### config.mk
export PLATFORM = sky130hd
export DESIGN_NAME = seq_alu_flat
export DESIGN_NICKNAME = d
export VERILOG_FILES = /design/src/rtl/seq_alu_if.sv /design/src/rtl/seq_alu.sv /design/src/flat_wrapper.sv
export SDC_FILE = /design/constraint.sdc
export NUM_CORES = 1
export LEC_CHECK = 0
export CORE_MARGIN = 1.5
export CORE_UTILIZATION = 50
export DETAILED_ROUTE_END_ITERATION = 8
export PLACE_DENSITY = 0.72
export SLEW_MARGIN = 0
export SYNTH_ARGS = -nofsm -noshare
export SYNTH_HDL_FRONTEND = slang
export SYNTH_SLANG_ARGS = --single-unit
export TNS_END_PERCENT = 10
### constraint.sdc
create_clock -name clk -period 3 [get_ports clk]
set_input_delay 0.45 -clock clk [delete_from_list [all_inputs] [get_ports clk]]
set_output_delay 0.45 -clock clk [all_outputs]
set_load 0.02 [all_outputs]
### src/rtl/seq_alu_if.sv
// Operand/result bundle between a requester and the sequential ALU.
// Start is sampled only while Busy is low; Done pulses for one cycle when ALUout/CO/Z change.
interface seq_alu_if #(
  parameter int WIDTH = 8
) ();
  logic             Start;
  logic [2:0]       InsSel;
  logic [WIDTH-1:0] ALUinA;
  logic [WIDTH-1:0] ALUinB;
  logic [WIDTH-1:0] ALUout;
  logic             CO;
  logic             Z;
  logic             Busy;
  logic             Done;

  modport master (
    output Start, InsSel, ALUinA, ALUinB,
    input  ALUout, CO, Z, Busy, Done
  );

  modport slave (
    input  Start, InsSel, ALUinA, ALUinB,
    output ALUout, CO, Z, Busy, Done
  );
endinterface

### src/rtl/seq_alu.sv
// Multi-cycle ALU: single-cycle add/sub/logic, bit-serial shifts and a shift-add multiplier.
// Results and flags are registered and change only on the edge that raises Done.
module seq_alu #(
  parameter int WIDTH = 8,
  parameter int CNTW  = 4
) (
  input  logic         clk,
  input  logic         rst,
  seq_alu_if.slave     bus,
  output logic         dbg_state_o
);

  typedef enum logic {IDLE = 1'b0, EXEC = 1'b1} state_e;

  localparam logic [2:0] OP_ADD = 3'b000;
  localparam logic [2:0] OP_SUB = 3'b001;
  localparam logic [2:0] OP_AND = 3'b010;
  localparam logic [2:0] OP_OR  = 3'b011;
  localparam logic [2:0] OP_XOR = 3'b100;
  localparam logic [2:0] OP_SHL = 3'b101;
  localparam logic [2:0] OP_SHR = 3'b110;
  localparam logic [2:0] OP_MUL = 3'b111;

  state_e             state_q, state_d;
  logic [2:0]         op_q, op_d;
  logic [WIDTH-1:0]   a_q, a_d;
  logic [WIDTH-1:0]   b_q, b_d;
  logic [CNTW-1:0]    cnt_q, cnt_d;
  logic [2*WIDTH-1:0] mcand_q, mcand_d;
  logic [2*WIDTH-1:0] prod_q, prod_d;
  logic [WIDTH-1:0]   res_q, res_d;
  logic               co_q, co_d;
  logic               z_q, z_d;
  logic               done_q, done_d;

  logic               fin;
  logic [WIDTH-1:0]   fin_res;
  logic               fin_co;

  logic [WIDTH:0]     sum;
  logic [WIDTH:0]     diff;
  logic [2*WIDTH-1:0] prod_nxt;
  logic [CNTW-1:0]    shamt;

  assign sum      = {1'b0, a_q} + {1'b0, b_q};
  assign diff     = {1'b0, a_q} - {1'b0, b_q};
  assign prod_nxt = prod_q + (b_q[0] ? mcand_q : '0);

  // Shift distances of WIDTH or more behave exactly like a WIDTH-bit shift.
  assign shamt = (32'(bus.ALUinB) >= 32'(WIDTH)) ? CNTW'(WIDTH) : CNTW'(bus.ALUinB);

  always_ff @(posedge clk) begin
    if (rst) begin
      state_q <= IDLE;
      op_q    <= '0;
      a_q     <= '0;
      b_q     <= '0;
      cnt_q   <= '0;
      mcand_q <= '0;
      prod_q  <= '0;
      res_q   <= '0;
      co_q    <= 1'b0;
      z_q     <= 1'b0;
      done_q  <= 1'b0;
    end else begin
      state_q <= state_d;
      op_q    <= op_d;
      a_q     <= a_d;
      b_q     <= b_d;
      cnt_q   <= cnt_d;
      mcand_q <= mcand_d;
      prod_q  <= prod_d;
      res_q   <= res_d;
      co_q    <= co_d;
      z_q     <= z_d;
      done_q  <= done_d;
    end
  end

  always_comb begin
    state_d = state_q;
    op_d    = op_q;
    a_d     = a_q;
    b_d     = b_q;
    cnt_d   = cnt_q;
    mcand_d = mcand_q;
    prod_d  = prod_q;
    res_d   = res_q;
    co_d    = co_q;
    z_d     = z_q;
    done_d  = 1'b0;
    fin     = 1'b0;
    fin_res = '0;
    fin_co  = 1'b0;

    case (state_q)
      IDLE: begin
        if (bus.Start) begin
          state_d = EXEC;
          op_d    = bus.InsSel;
          a_d     = bus.ALUinA;
          b_d     = bus.ALUinB;
          mcand_d = {{WIDTH{1'b0}}, bus.ALUinA};
          prod_d  = '0;
          cnt_d   = (bus.InsSel == OP_SHL || bus.InsSel == OP_SHR) ? shamt : '0;
        end
      end
      EXEC: begin
        case (op_q)
          OP_ADD: begin fin = 1'b1; fin_res = sum[WIDTH-1:0];  fin_co = sum[WIDTH];  end
          OP_SUB: begin fin = 1'b1; fin_res = diff[WIDTH-1:0]; fin_co = diff[WIDTH]; end
          OP_AND: begin fin = 1'b1; fin_res = a_q & b_q; end
          OP_OR:  begin fin = 1'b1; fin_res = a_q | b_q; end
          OP_XOR: begin fin = 1'b1; fin_res = a_q ^ b_q; end
          OP_SHL, OP_SHR: begin
            // cnt_q holds the bits still to shift; a zero count finishes unchanged.
            if (cnt_q == '0) begin
              fin     = 1'b1;
              fin_res = a_q;
            end else begin
              a_d   = (op_q == OP_SHL) ? (a_q << 1) : (a_q >> 1);
              cnt_d = cnt_q - CNTW'(1);
              if (cnt_q == CNTW'(1)) begin
                fin     = 1'b1;
                fin_res = a_d;
                fin_co  = (op_q == OP_SHL) ? a_q[WIDTH-1] : a_q[0];
              end
            end
          end
          default: begin
            prod_d  = prod_nxt;
            mcand_d = mcand_q << 1;
            b_d     = b_q >> 1;
            cnt_d   = cnt_q + CNTW'(1);
            if (cnt_q == CNTW'(WIDTH - 1)) begin
              fin     = 1'b1;
              fin_res = prod_nxt[WIDTH-1:0];
              fin_co  = |prod_nxt[2*WIDTH-1:WIDTH];
            end
          end
        endcase
        if (fin) begin
          state_d = IDLE;
          res_d   = fin_res;
          co_d    = fin_co;
          z_d     = (fin_res == '0);
          done_d  = 1'b1;
        end
      end
      default: state_d = IDLE;
    endcase
  end

  assign bus.ALUout  = res_q;
  assign bus.CO      = co_q;
  assign bus.Z       = z_q;
  assign bus.Done    = done_q;
  assign bus.Busy    = (state_q == EXEC);
  assign dbg_state_o = state_q;

endmodule

### src/flat_wrapper.sv
// flat-port wrapper written by rule: the top's interface ports become plain ports
module seq_alu_flat 
#(
  parameter int WIDTH = 8,
  parameter int CNTW  = 4
)
  (clk, rst, dbg_state_o, bus_Start, bus_InsSel, bus_ALUinA, bus_ALUinB, bus_ALUout, bus_CO, bus_Z, bus_Busy, bus_Done);
  seq_alu_if #(.WIDTH(WIDTH)) bus_i ();
  input  logic clk;
  input  logic rst;
  output logic dbg_state_o;
  input wire logic [$bits(bus_i.Start)-1:0] bus_Start;
  input wire logic [$bits(bus_i.InsSel)-1:0] bus_InsSel;
  input wire logic [$bits(bus_i.ALUinA)-1:0] bus_ALUinA;
  input wire logic [$bits(bus_i.ALUinB)-1:0] bus_ALUinB;
  output wire logic [$bits(bus_i.ALUout)-1:0] bus_ALUout;
  output wire logic [$bits(bus_i.CO)-1:0] bus_CO;
  output wire logic [$bits(bus_i.Z)-1:0] bus_Z;
  output wire logic [$bits(bus_i.Busy)-1:0] bus_Busy;
  output wire logic [$bits(bus_i.Done)-1:0] bus_Done;
  assign bus_i.Start = bus_Start;
  assign bus_i.InsSel = bus_InsSel;
  assign bus_i.ALUinA = bus_ALUinA;
  assign bus_i.ALUinB = bus_ALUinB;
  assign bus_ALUout = bus_i.ALUout;
  assign bus_CO = bus_i.CO;
  assign bus_Z = bus_i.Z;
  assign bus_Busy = bus_i.Busy;
  assign bus_Done = bus_i.Done;
  seq_alu #(.WIDTH(WIDTH), .CNTW(CNTW)) u_core (.clk(clk), .rst(rst), .bus(bus_i), .dbg_state_o(dbg_state_o));
endmodule
==> results of run 1 <==
layer usage:
metal | routed length (µm) | track usage, % | share of wire (%)
met1 | 7350 | 40.7 | 49
met4 | 329 | 10.1 | 2.2
met5 | 0 | 0 | 0
met3 | 994 | 5.12 | 6.6
met2 | 6450 | 40.7 | 43
cell type report:
| cell class | instances | area [µm²] | area share, % |
|---|---|---|---|
| multi-input combinational | 543 | 3520 | 60.0 |
| sequential | 67 | 1340 | 22.9 |
| timing repair buffer | 54 | 485 | 8.27 |
| tap | 133 | 166 | 2.84 |
| inverter | 38 | 145 | 2.47 |
| clock buffer | 9 | 124 | 2.11 |
| clock inverter | 7 | 83.8 | 1.43 |
worst max-delay path by stage:
stage,end,slack (ns),cells past startpoint,startpoint
5_1_grt,u_core.bus.CO,0.01,11,u_core.b_q[0]
4_1_cts,u_core.bus.Z,0.07,11,u_core.b_q[0]
3_3_place_gp,u_core.bus.Z,0.23,10,u_core.b_q[0]
2_1_floorplan,u_core.bus.CO,0.13,12,u_core.b_q[0]
6_report,u_core.bus.CO,0.16,11,u_core.a_q[0]
3_5_place_dp,u_core.bus.Z,0.11,11,u_core.b_q[0]
metrics by stage:
stage	utilization [%]	hold WS (ns)	setup WS [ns]
after floorplan	-	0.436	0.127
after global routing	59.2	0.478	0.0105
after global placement	56.9	0.447	0.225
final	59.2	0.471	0.155
after detailed placement	56.9	0.454	0.109
after CTS	59.0	0.466	0.0690
state kept, by name (all words and copies together), names as in the netlist:
name and cells:
u_core.mcand_q 16, u_core.prod_q 16, u_core.a_q 8, u_core.b_q 8, u_core.bus.ALUout 8, u_core.cnt_q 4
u_core.op_q 3, u_core.bus.Busy 1, u_core.bus.CO 1, u_core.bus.Done 1, u_core.bus.Z 1
power breakdown:
group	switching, mW	internal, mW	leakage, nW	total [mW]
clock	0.413	0.398	0.102	0.811
combinational	0.369	0.255	1.65	0.623
sequential	0.0545	0.936	0.548	0.990
cell usage in the layout, fill, tap and decap left out, types with 3 or more instances in the layout:
master           synthesis  final
and2_1                  18     18
clkdlybuf4s50_1          0     33
nand2b_1                 6      6
and3_1                   3      3
a211oi_1                38     37
nand2_1                 57     57
nand4_1                  6      6
o31ai_1                  3      3
xnor2_1                 14     14
o21a_1                   5      5
o31a_1                   3      3
a211o_1                  5      5
buf_4                    3     20
fa_1                     3      3
xor2_1                   5      5
o22ai_1                  3      3
a21o_1                   4      4
ha_1                    45     45
o21ai_0                 24     24
inv_1                   36     36
o211a_1                  3      3
dfxtp_1                 67     66
nor2b_1                  4      3
nand3_1                 30     30
o211ai_1                 5      5
o221ai_1                 8      8
a21oi_1                 70     70
nor4_1                   5      5
a31oi_1                  8      8
o21bai_1                 3      3
nand3b_1                 8      8
nor2_1                  90     90
o2111ai_1                3      3
clkbuf_8                 0      9
mux2i_1                 16     16
nor3_1                  15     15
worst reg2reg max path: cells and delay by family, from the launching register on:
| kind | cells | cell delay, ns |
|---|---|---|
| buf+inv | 2 | 0.18 |
| fa+ha+maj | 2 | 0.43 |
| compound gates | 4 | 0.70 |
| flops | 1 | 0.42 |
| simple gates | 3 | 1.01 |
cell families (layout without fill, tap and decap cells):
group | Yosys count | count (layout) | synth area share, %
and+or+nand+nor | 256 | 256 | 23.4
AOI/OAI and AO/OA | 203 | 203 | 25.9
buffers and inverters | 79 | 108 | 6.37
DFF | 67 | 67 | 25.9
adders and majority gates | 48 | 48 | 12.0
xor gates and xnor gates | 19 | 19 | 3.21
muxes | 17 | 17 | 3.31
timing repair:
| action | 4_1_cts | 5_1_grt |
|---|---|---|
| endpoints found under the setup margin | 0 | 3 |
| setup buffers | 0 | 2 |
| resized for setup | 0 | 3 |
==> flow_metrics.env, run 1 <==
export IMPL_grt_pass1_wl_um=24400
export IMPL_critical_path_buf_inv_count=2
export IMPL_cts_tree="done"
export IMPL_vias=5225
export IMPL_critPathRequiredTime_ns=3.25
export IMPL_antennaDiodeCount=0
export IMPL_nets=783
export IMPL_port_buffers=34
export IMPL_finalSetupViolCount=0
export IMPL_min_period_ns=2.84
export IMPL_first_global_vias=4724
export IMPL_drt_iter0_drc=409
export IMPL_critical_path_slowest_cell="or4_1"
export IMPL_ant_nets=0
export IMPL_post_place_cells=833
export IMPL_cts_buffer_depth=2
export IMPL_regToRegSetupSlack_ns=0.16
export IMPL_synth_edf_count=0
export IMPL_avgViaCountPerCell=6.14
export IMPL_place_congestion=0.982
export IMPL_io_pins=35
export IMPL_synth_seq_area_share_pct=25.9
export IMPL_die_y_um=105
export IMPL_r2r_start="u_core.a_q[0]"
export IMPL_syn_inst=689
export IMPL_min_path_type="flip-flop to flip-flop"
export IMPL_area_delta_synth_final_pct=13.2
export IMPL_row_count=36
export IMPL_yosysMostFrequentCell="nor2_1"
export IMPL_drive_gt1_share_pct=6.96
export IMPL_hp_start="u_core.prod_q[14]"
export IMPL_cts_buffers=9
export IMPL_leakage_nw=2.30
export IMPL_ys_seq_elements=67
export IMPL_clock_skew_ns=0.0107
export IMPL_worstSetupPathType="flip-flop to flip-flop"
export IMPL_postSynthAreaPerCell_um2=7.53
export IMPL_worstHoldEndpoint="u_core.prod_q[14]"
export IMPL_hpwlAfterDp_um=11500
export IMPL_wl_per_cell_um=17.8
export IMPL_cp_top_family="simple AND/OR/NAND/NOR gates"
export IMPL_core_area_mm2=0.00991
export IMPL_clk_latency_ns=0.36
export IMPL_path_max_fanout=5
export IMPL_synth_top_area_share_pct=25.9
export IMPL_whs_path_depth=2
export IMPL_fillCellCount=937
export IMPL_drcViolationCount=0
export IMPL_antenna_found_initial=0
export IMPL_status="completed"
export IMPL_cpPeakStageDelay_ns=0.58
export IMPL_power_density_mw_per_mm2=413
export IMPL_dpl_cell_area_mm2=0.00564
export IMPL_start_kind="flip-flop"
export IMPL_yosys_top_cells_count="90 x nor2_1, 70 x a21oi_1, 67 x dfxtp_1"
export IMPL_timing_final_crit_share_pct=94.8
export IMPL_final_cells=851
export IMPL_grt_usage_pct=27.9
export IMPL_synth_fp_nets=759
export IMPL_yosys_warnings=0
export IMPL_max_cap_viol_count=0
export IMPL_p_total_mw=2.42
export IMPL_grt_setup_unrepaired="no"
export IMPL_wl_um=15100
export IMPL_worst_r2r_path_depth=11
export IMPL_synth_area_leader_cell="dfxtp_1"
export IMPL_rr_endpoint="u_core.bus.CO"
export IMPL_fmax_mhz=352
export IMPL_hold_violations=0
export IMPL_final_area_mm2=0.00587
export IMPL_ys_types=65
export IMPL_path_clk_slew_ns=0.09
export IMPL_ir_worst_vdd_uv=321
export IMPL_endpoint_kind="flip-flop"
export IMPL_initial_core_util_pct=52.3
export IMPL_dr_pass1_iters=5
export IMPL_die_w_um=105
export IMPL_synth_flop_cell="dfxtp_1"
export IMPL_tightestPinTransition_ns=1.17
export IMPL_dieArea_mm2=0.0110
export IMPL_htree_levels=3
export IMPL_syn_area_mm2=0.00519
export IMPL_max_slew_margin_rel_pct=21.3
export IMPL_netlist_top_cells_area="dfxtp_1 26%, ha_1 11%, a21oi_1 6.8%"
export IMPL_crit_chain="inv_1 > ha_1 > inv_1 > fa_1 > nor2b_1 > o31ai_1 > o31ai_1 > a31oi_1 > or4_1 > nor4_1 > a21oi_1"
export IMPL_cts_root_buf="clkbuf_8"
export IMPL_crit_arrival_ns=3.09
export IMPL_async_flop_share_pct=0
export IMPL_maxSlewViolCount=0
export IMPL_clkSinkCount=67
export IMPL_grt_max_degree=57
export IMPL_holdBufCountCts=0
export IMPL_setup_tns_ns=0
export IMPL_grt_ovfl_total=0
No activity file was read; power rests on OpenSTA's default activity.
==> run 2, diff against run 1 <==
CORE_ASPECT_RATIO = 0.75   (was unset)
CORE_UTILIZATION = 40   (was 50)
PLACE_DENSITY = 0.6   (was 0.72)
==> run 2 against run 1 <==
Register-to-register slack improved by 0.02 ns. Critical path type unchanged. Maximum frequency rose by 0.62%. Setup slack improved by 0.017 ns. Critical endpoint unchanged. Sequential power barely moved. Clock skew fell by 0.0031 ns. Non-clock buffer count rose by 4. Critical path depth did not move.
==> flow_metrics.env, run 2 (synthesized netlist as in run 1, its figures left out) <==
export IMPL_status="completed"
export IMPL_area_delta_synth_final_pct=16.6
export IMPL_finalSetupViolCount=0
export IMPL_die_w_um=134
export IMPL_drcViolationCount=0
export IMPL_first_global_vias=4704
export IMPL_clkSinkCount=67
export IMPL_min_period_ns=2.83
export IMPL_timing_final_crit_share_pct=94.2
export IMPL_path_max_fanout=5
export IMPL_fillCellCount=1243
export IMPL_critical_path_slowest_cell="fa_1"
export IMPL_worstHoldEndpoint="u_core.mcand_q[15]"
export IMPL_initial_core_util_pct=41.6
export IMPL_endpoint_kind="flip-flop"
export IMPL_clock_skew_ns=0.00762
export IMPL_grt_setup_unrepaired="no"
export IMPL_cts_root_buf="clkbuf_16"
export IMPL_drive_gt1_share_pct=7.48
export IMPL_whs_path_depth=2
export IMPL_hpwlAfterDp_um=12800
export IMPL_cts_tree="done"
export IMPL_min_path_type="flip-flop to flip-flop"
export IMPL_io_pins=35
export IMPL_grt_max_degree=57
export IMPL_max_cap_viol_count=0
export IMPL_vias=5175
export IMPL_grt_usage_pct=24.8
export IMPL_worst_r2r_path_depth=11
export IMPL_layout_cells_most_common="nor2_1"
export IMPL_r2r_start="u_core.mcand_q[0]"
export IMPL_critPathRequiredTime_ns=3.22
export IMPL_core_area_mm2=0.0125
export IMPL_htree_levels=3
export IMPL_wl_per_cell_um=18.6
export IMPL_seq_area_mm2=0.00134
export IMPL_regToRegSetupSlack_ns=0.17
export IMPL_leakage_nw=2.37
export IMPL_tightestPinTransition_ns=0.707
export IMPL_pre_cts_ws_ns=0.132
export IMPL_worstSetupPathType="flip-flop to flip-flop"
export IMPL_multi_input_area_mm2=0.00353
export IMPL_cp_top_family="compound AO/OA/AOI/OAI gates"
export IMPL_crit_chain="and2_1 > ha_1 > inv_1 > fa_1 > nor2b_2 > o31a_1 > o22ai_2 > o31a_1 > a211o_1 > nor4_1 > a21oi_1"
export IMPL_grt_pass1_wl_um=25900
export IMPL_die_y_um=102
export IMPL_setup_tns_ns=0
export IMPL_place_congestion=0.959
export IMPL_wl_um=16500
export IMPL_ant_nets=0
export IMPL_hold_violations=0
export IMPL_crit_top_cell="o31a_1"
export IMPL_fmax_mhz=354
export IMPL_grt_ovfl_total=0
export IMPL_cts_buffers=9
export IMPL_critical_path_buf_inv_count=1
export IMPL_ir_worst_vdd_uv=249
export IMPL_maxSlewViolCount=0
export IMPL_power_density_mw_per_mm2=455
export IMPL_path_clk_slew_ns=0.06
export IMPL_layout_common_cells="90 x nor2_1, 70 x a21oi_1, 67 x dfxtp_1, 57 x nand2_1, 45 x ha_1"
export IMPL_dieArea_mm2=0.0137
export IMPL_max_slew_margin_rel_pct=52.5
export IMPL_drt_iter0_drc=438
export IMPL_rr_endpoint="u_core.bus.CO"
export IMPL_postLayoutSetupSlackWorst_ns=0.173
export IMPL_nets=787
export IMPL_avgViaCountPerCell=5.82
export IMPL_reg_top3="u_core.mcand_q x16, u_core.prod_q x16"
export IMPL_cts_buffer_depth=2
export IMPL_antenna_found_initial=0
export IMPL_dr_pass1_iters=5
export IMPL_port_buffers=34
export IMPL_crit_arrival_ns=3.04
export IMPL_row_count=35
export IMPL_clk_latency_ns=0.34
export IMPL_start_kind="flip-flop"
export IMPL_hp_start="u_core.mcand_q[14]"
export IMPL_cpPeakStageDelay_ns=0.43
==> run 2: cell type report <==
| cell class | instances | area share (%) |
|---|---|---|
| tap | 166 | 3.43 |
| clock inverter | 6 | 1.18 |
| inverter | 38 | 2.40 |
| timing repair buffer | 58 | 8.52 |
| sequential | 67 | 22.2 |
| multi-input combinational | 543 | 58.3 |
| antenna | 1 | 0.0414 |
| clock buffer | 10 | 3.95 |
==> run 2: worst max path at each step <==
stage	startpoint	end	slack, ns	depth (start not counted)
floorplan	u_core.b_q[0]	u_core.bus.CO	0.13	12
global placement	u_core.b_q[0]	u_core.bus.Z	0.17	10
detailed placement	u_core.a_q[0]	u_core.bus.CO	0.13	11
CTS	u_core.a_q[0]	u_core.bus.CO	0.09	11
global route	u_core.a_q[0]	u_core.bus.Z	0.004	10
finish	u_core.mcand_q[0]	u_core.bus.CO	0.17	11
==> run 2: report_power, final <==
group | leakage (nW) | internal [mW] | switching [mW]
registers | 0.548 | 0.937 | 0.0507
logic | 1.67 | 0.263 | 0.386
clock network | 0.146 | 0.674 | 0.441
total | 2.37 | 1.87 | 0.878
==> run 2: metal layers <==
metal	part of all wire, %	vias to the layer above	wire length [µm]	global-route usage (%)
li1	-	2537	-	-
met1	52	2409	8540	37.4
met2	39	208	6490	34.8
met3	7.4	21	1230	5.91
met4	1.5	0	246	6.53
met5	0	-	0	0
==> run 2: repair_timing <==
item,in CTS,in global routing
gates resized for setup,0,3
hold endpoints to repair,0,0
hold buffers,0,0
setup endpoints to repair,0,3
buffers inserted,0,1
==> run 2: worst register-to-register path, delay by kind of cell, from the launching register on <==
kind / cells / cell delay, ns
buffers and inverters: 1 / 0.07
adders and majority gates: 2 / 0.61
AOI/OAI and AO/OA: 5 / 1.14
DFF: 1 / 0.34
and+or+nand+nor: 3 / 0.54
==> run 2: metrics by stage <==
stage / total power [mW] / utilization (%) / cell area (µm²) / cells / hold WS (ns)
after floorplan: 1.42 / - / 5190 / 689 / 0.436
after global placement: 1.63 / 45.8 / 5720 / 871 / 0.450
after detailed placement: 1.64 / 45.8 / 5720 / 871 / 0.460
after CTS: 2.75 / 48.3 / 6030 / 887 / 0.471
after global routing: 2.87 / 48.5 / 6050 / 888 / 0.489
final: 2.75 / 48.5 / 6050 / 889 / 0.473
==> run 3, diff against run 2 <==
CAP_MARGIN = 20   (was unset)
==> results of run 3 <==
Final layout, timing and power as in run 2 (identical DEF).
